**src/rtl/pipelined_add_sub.sv**
```systemverilog
// Pipelined WIDTH-bit adder/subtractor: one C-bit carry chunk resolved per stage, valid/ready flow.
// Optional ovf/zero flag outputs are built only when PIPE_ADD_FLAGS_EN is defined.
module pipelined_add_sub #(
  parameter int WIDTH  = 32,
  parameter int STAGES = 4
) (
  input  logic             clk,
  input  logic             rst,
  input  logic             in_valid,
  output logic             in_ready,
  input  logic [WIDTH-1:0] a,
  input  logic [WIDTH-1:0] b,
  input  logic             cin,
  input  logic             sub,
  output logic             out_valid,
  input  logic             out_ready,
  output logic [WIDTH-1:0] sum,
  output logic             cout
`ifdef PIPE_ADD_FLAGS_EN
  ,
  output logic             ovf,
  output logic             zero
`endif
);

  localparam int C = WIDTH / STAGES;

  if (WIDTH % STAGES != 0) begin : g_bad_cfg
    $error("pipelined_add_sub: WIDTH must be a multiple of STAGES");
  end

  // Handshake: a beat moves on a rising edge when valid & ready. The whole pipe advances
  // together whenever the output slot is empty or being drained, so in_ready = adv.
  logic adv;
  assign adv      = ~out_valid | out_ready;
  assign in_ready = adv;

  for (genvar k = 0; k < STAGES; k++) begin : g_stage
    // RW = operand bits still unprocessed when entering stage k; the low C of them are added here.
    localparam int RW = WIDTH - k * C;

    logic                 src_v;
    logic                 src_c;
    logic [RW-1:0]        src_a;
    logic [RW-1:0]        src_b;
    logic [C:0]           chunk;
    logic [(k+1)*C-1:0]   s_next;

    logic                 v_q;
    logic                 c_q;
    logic [(k+1)*C-1:0]   s_q;

    if (k == 0) begin : g_src
      assign src_v  = in_valid;
      assign src_a  = a;
      assign src_b  = sub ? ~b : b;
      assign src_c  = sub | cin;
      assign s_next = chunk[C-1:0];
    end else begin : g_src
      assign src_v  = g_stage[k-1].v_q;
      assign src_a  = g_stage[k-1].g_fwd.a_q;
      assign src_b  = g_stage[k-1].g_fwd.b_q;
      assign src_c  = g_stage[k-1].c_q;
      assign s_next = {chunk[C-1:0], g_stage[k-1].s_q};
    end

    assign chunk = {1'b0, src_a[C-1:0]} + {1'b0, src_b[C-1:0]} + {{C{1'b0}}, src_c};

    always_ff @(posedge clk or posedge rst) begin
      if (rst) begin
        v_q <= 1'b0;
        c_q <= 1'b0;
        s_q <= '0;
      end else if (adv) begin
        v_q <= src_v;
        c_q <= chunk[C];
        s_q <= s_next;
      end
    end

    // Upper operand chunks ride along, skewed, until their stage consumes them.
    if (k < STAGES - 1) begin : g_fwd
      logic [RW-C-1:0] a_q;
      logic [RW-C-1:0] b_q;
      always_ff @(posedge clk or posedge rst) begin
        if (rst) begin
          a_q <= '0;
          b_q <= '0;
        end else if (adv) begin
          a_q <= src_a[RW-1:C];
          b_q <= src_b[RW-1:C];
        end
      end
    end

`ifdef PIPE_ADD_FLAGS_EN
    if (k == STAGES - 1) begin : g_flags
      logic ovf_q;
      logic zero_q;
      always_ff @(posedge clk or posedge rst) begin
        if (rst) begin
          ovf_q  <= 1'b0;
          zero_q <= 1'b0;
        end else if (adv) begin
          ovf_q  <= (src_a[RW-1] == src_b[RW-1]) & (chunk[C-1] != src_a[RW-1]);
          zero_q <= ~|s_next;
        end
      end
    end
`endif
  end

  assign out_valid = g_stage[STAGES-1].v_q;
  assign sum       = g_stage[STAGES-1].s_q;
  assign cout      = g_stage[STAGES-1].c_q;
`ifdef PIPE_ADD_FLAGS_EN
  assign ovf       = g_stage[STAGES-1].g_flags.ovf_q;
  assign zero      = g_stage[STAGES-1].g_flags.zero_q;
`endif

endmodule

```
**config.mk**
```make
export PLATFORM = sky130hd
export DESIGN_NAME = pipelined_add_sub
export DESIGN_NICKNAME = d
export VERILOG_FILES = /design/src/rtl/pipelined_add_sub.sv
export SDC_FILE = /design/constraint.sdc
export NUM_CORES = 1
export LEC_CHECK = 0
export ABC_AREA = 1
export BUFFER_PORTS_ARGS = -buffer_cell sky130_fd_sc_hd__buf_2
export CAP_MARGIN = 20
export CELL_PAD_IN_SITES_DETAIL_PLACEMENT = 1
export CELL_PAD_IN_SITES_GLOBAL_PLACEMENT = 1
export CORE_UTILIZATION = 47
export CTS_CLUSTER_DIAMETER = 60
export DETAILED_ROUTE_END_ITERATION = 8
export HOLD_SLACK_MARGIN = 0.15
export PLACE_DENSITY_LB_ADDON = 0.1
export SLEW_MARGIN = 20
export SYNTH_ARGS = -nofsm -noshare
export SYNTH_HDL_FRONTEND = slang
export SYNTH_SLANG_ARGS = --single-unit
export TNS_END_PERCENT = 20
```
**constraint.sdc**
```tcl
create_clock -name clk -period 14.3 [get_ports clk]
set_input_delay 2.86 -clock clk [delete_from_list [all_inputs] [get_ports clk]]
set_output_delay 2.86 -clock clk [all_outputs]
set_load 0.01 [all_outputs]
```
==> results_tabular.tex <==
\begin{tabular}{lr}
\hline
Metric & Value \\
\hline
\multicolumn{2}{l}{\textbf{Run status}} \\
Result of the run & complete, no violations \\
\multicolumn{2}{l}{\textbf{Floorplanning}} \\
Die ar. & 18600 um2 \\
Boundary Pins & 105 \\
Die width & around 140 um \\
Placeable Area & $\sim$17000 um2 \\
Initial core utilization & 48.6\% \\
Die boundary height & around 140 um \\
Cell row count & 48 \\
\multicolumn{2}{l}{\textbf{Place}} \\
Half-perimeter wire length after detailed placement & 11500 um \\
Worst setup timing slack at the placement stage & 6.83 ns \\
Placer Congestion & 0.759 \\
Count of input and output buffers & between 100 and 150 \\
\multicolumn{2}{l}{\textbf{Synth}} \\
Post-synthesis sequential area ratio & 54.2\% \\
Post-synthesis sequential element count & 184 \\
Net Count, Synth & 1084 \\
Count of synthesis-stage warnings from yosys & 0 \\
Post-synthesis instance total & 978 \\
Post-Synthesis Cell Area & 8490 um2 \\
Avg Inst Size Synth & 8.68 um2 \\
Portion of synthesized cell area occupied by the leading cell type & 54.2\% \\
Area leader, netlist & sky130\_fd\_sc\_hd\_\_dfrtp\_1 \\
Count of different cell masters after synthesis & 23 \\
Cells taking the most area after synthesis & sky130\_fd\_sc\_hd\_\_dfrtp\_1, sky130\_fd\_sc\_hd\_\_nand2\_1, sky130\_fd\_sc\_hd\_\_o21ai\_0, sky130\_fd\_sc\_hd\_\_ha\_1, sky130\_fd\_sc\_hd\_\_inv\_1 \\
\multicolumn{2}{l}{\textbf{Worst setup path}} \\
Sequence of cells on the critical path & buf\_2 -> nor2\_4 -> buf\_4 -> inv\_4 -> buf\_2 \\
Peak per-stage delay on the critical path & 0.74 ns \\
Data required time at the worst endpoint & 11.44 ns \\
Crit Path Category & primary input to output port \\
Sort of element at the start of the critical path & primary input \\
Most Frequent Cell on Critical Path & sky130\_fd\_sc\_hd\_\_buf\_2 \\
Master of the slowest instance on the critical path & sky130\_fd\_sc\_hd\_\_buf\_4 \\
Type of destination of the critical path & output port \\
Largest driver fanout on the critical path & 98 \\
Arrival time of data at the critical path endpoint & 4.60 ns \\
\multicolumn{2}{l}{\textbf{Clock tree}} \\
Clock Pin Slew Worst Setup and Hold Paths & 0.07 ns \\
Number of sinks driven by the clock tree & 184 \\
Number of buffers on the longest clock path & 2 \\
CTS Root Cell & sky130\_fd\_sc\_hd\_\_clkbuf\_16 \\
Setup Buffers After CTS & 0 \\
Inserted Clock Buffers & 17 \\
CTS tree & yes \\
Clock Latency Late Sink & 0.43 ns \\
CTS H-tree lvls & 4 \\
Hold buffer count at cts & 0 \\
Post\_cts resized & 0 \\
\multicolumn{2}{l}{\textbf{Cells and area}} \\
Area taken by multi-input logic gates & 3350 um2 \\
Count of filler cells inserted in the layout & 2127 \\
Number of antenna cells inserted & 0 \\
Area growth from synthesis to final layout & 14.5\% \\
Commonest non-fill, non-tap cell in the layout & sky130\_fd\_sc\_hd\_\_nand2\_1 \\
Share of the core filled with cells in the final layout & a little under three fifths \\
Proportion of layout cells with a drive suffix above 1 & 13.8\% \\
Register cell area after layout & 4600 um2 \\
Number of nets in the final layout & 1167 \\
Commonest cells after routing, fill and taps aside & sky130\_fd\_sc\_hd\_\_nand2\_1, sky130\_fd\_sc\_hd\_\_dfrtp\_1, sky130\_fd\_sc\_hd\_\_buf\_2, sky130\_fd\_sc\_hd\_\_o21ai\_0, sky130\_fd\_sc\_hd\_\_inv\_1 \\
\multicolumn{2}{l}{\textbf{Power}} \\
Static Leak & 0.00514 uW \\
Worst supply voltage drop on vdd & 0.187 mV \\
Total design power & 2190 uW \\
Pwr/cell area & roughly 220 nW/um2 \\
\multicolumn{2}{l}{\textbf{Routing}} \\
Detailed-route wire length & 18500 um \\
Post-DRT Antenna Nets & 0 \\
DRC errors left & 0 \\
Detailed router's first-iteration violation count & 311 \\
Total vias in the final route & 6370 \\
Via density per instance & about 4.9 \\
Average wire per standard cell & between 10 and 15 um \\
First drt pass iteration count & 4 \\
\multicolumn{2}{l}{\textbf{Timing}} \\
Minimum hold slack & between 0.4 and 0.5 ns \\
Worst clock skew on the final layout & 0.0103 ns \\
Final worst setup slack & 6.84 ns \\
Minimum period implied by the final worst setup slack & 7.46 ns \\
Transition time of the tightest slew-check pin & 1.06 ns \\
Timing-limited maximum frequency & 0.134 GHz \\
Setup repair after global routing missed its margin & no \\
Setup-failing EPs final & 0 \\
Share of the cycle needed by the critical path after routing & 52.2\% \\
Final hold violation count & 0 \\
Setup Total Neg Slack & 0 ns \\
Max-slew headroom & 29.3\% \\
Max-slew violations & 0 \\
\multicolumn{2}{l}{\textbf{GRT}} \\
Wire length of the first global-routing pass & between 30000 and 40000 um \\
Total routing resource utilization after global routing & between 20\% and 30\% \\
Pin count of the biggest net entering global routing & 130 \\
Antenna violations before repair & 0 \\
Total gr overflow & 0 \\
Number of global-route vias before repair & $\sim$6.6k \\
\multicolumn{2}{l}{\textbf{Min path}} \\
Worst hold path type & flip-flop to flip-flop \\
\multicolumn{2}{l}{\textbf{Run}} \\
Maximum Capacitance Violations & 0 \\
\hline
\end{tabular}
-- registers in the layout (all words and copies together) (netlist names) --
signal             count
g_stage.g_fwd.b_q     48
g_stage.s_q           48
cout                   1
out_valid              1
g_stage.v_q            3
g_stage.g_fwd.a_q     48
g_stage.c_q            3
sum                   32
-- cells by family after synthesis --
group                      count (synthesis)  share of synthesized area (%)
buffers and inverters                    115                           6.29
AOI/OAI and AO/OA                        107                           6.44
adders and majority gates                 36                           6.01
xor gates and xnor gates                  37                           3.82
DFF                                      184                           54.2
and+or+nand+nor                          499                           23.2
-- cell type report --
class	instances	share of cell area [%]
timing repair buffer	108	5.69
sequential	184	47.3
inverter	71	2.84
clock buffer	18	4.52
multi-input combinational	679	34.5
tap	225	2.89
clock inverter	14	2.24
-- metrics by stage --
stage / instance area [um2] / cells
2_1_floorplan: 8490 / 978
3_3_place_gp: 9070 / 1267
3_5_place_dp: 9070 / 1267
4_1_cts: 9720 / 1299
5_1_grt: 9730 / 1299
6_report: 9730 / 1299
-- routing by layer --
metal  vias to the layer above  GRT usage [%]  wire, um  part of all wire [%]
met3                        18           2.91       392                   2.1
li1                       3205              -         -                     -
met2                        76           35.8      8940                    48
met4                         0           6.91       219                   1.2
met5                         -              0         0                     0
met1                      3071           29.0      8910                    48
-- power by group --
| part | internal [uW] | switching, uW | leakage [uW] |
|---|---|---|---|
| Sequential | 752 | 127 | 0.00222 |
| Clock | 317 | 208 | 0.000314 |
| Combinational | 291 | 491 | 0.00260 |
| Total | 1360 | 826 | 0.00514 |
-- worst max-delay path: cells and delay by family --
family,cells,cell delay [ns]
buffers and inverters,4,1.65
and+or+nand+nor,1,0.08
-- worst paths after layout --
kind,startpoint,to,slack [ns],cells past startpoint
max in group asynchronous,rst,sum[7],10.34,3
hold / removal,g_stage[0].g_fwd.b_q[22],g_stage[1].g_fwd.b_q[14],0.47,2
min in group asynchronous,rst,sum[12],2.60,2
hold reg to reg,g_stage[0].g_fwd.b_q[22],g_stage[1].g_fwd.b_q[14],0.47,2
setup / recovery,out_ready,in_ready,6.84,5
setup reg to reg,out_valid,g_stage[2].s_q[23],11.53,7
-- cells in the mapped netlist --
| cell type | instances |
|---|---|
| sky130_fd_sc_hd__xor2_1 | 12 |
| sky130_fd_sc_hd__o22ai_1 | 2 |
| sky130_fd_sc_hd__or2_2 | 5 |
| sky130_fd_sc_hd__o21ai_1 | 12 |
| sky130_fd_sc_hd__nand3_1 | 33 |
| sky130_fd_sc_hd__fa_1 | 8 |
| sky130_fd_sc_hd__buf_4 | 19 |
| sky130_fd_sc_hd__dfrtp_1 | 184 |
| sky130_fd_sc_hd__nand3b_1 | 10 |
| sky130_fd_sc_hd__nor2_1 | 17 |
| sky130_fd_sc_hd__inv_1 | 70 |
| sky130_fd_sc_hd__buf_2 | 19 |
| sky130_fd_sc_hd__nand2_1 | 433 |
| sky130_fd_sc_hd__a211oi_1 | 3 |
| sky130_fd_sc_hd__inv_2 | 1 |
| sky130_fd_sc_hd__nor2_4 | 1 |
| sky130_fd_sc_hd__a21oi_1 | 14 |
| sky130_fd_sc_hd__clkbuf_1 | 5 |
| sky130_fd_sc_hd__o21ai_0 | 75 |
| sky130_fd_sc_hd__buf_6 | 1 |
| sky130_fd_sc_hd__a31oi_1 | 1 |
| sky130_fd_sc_hd__xnor2_1 | 25 |
| sky130_fd_sc_hd__ha_1 | 28 |
No activity file was read; power rests on OpenSTA's default activity.
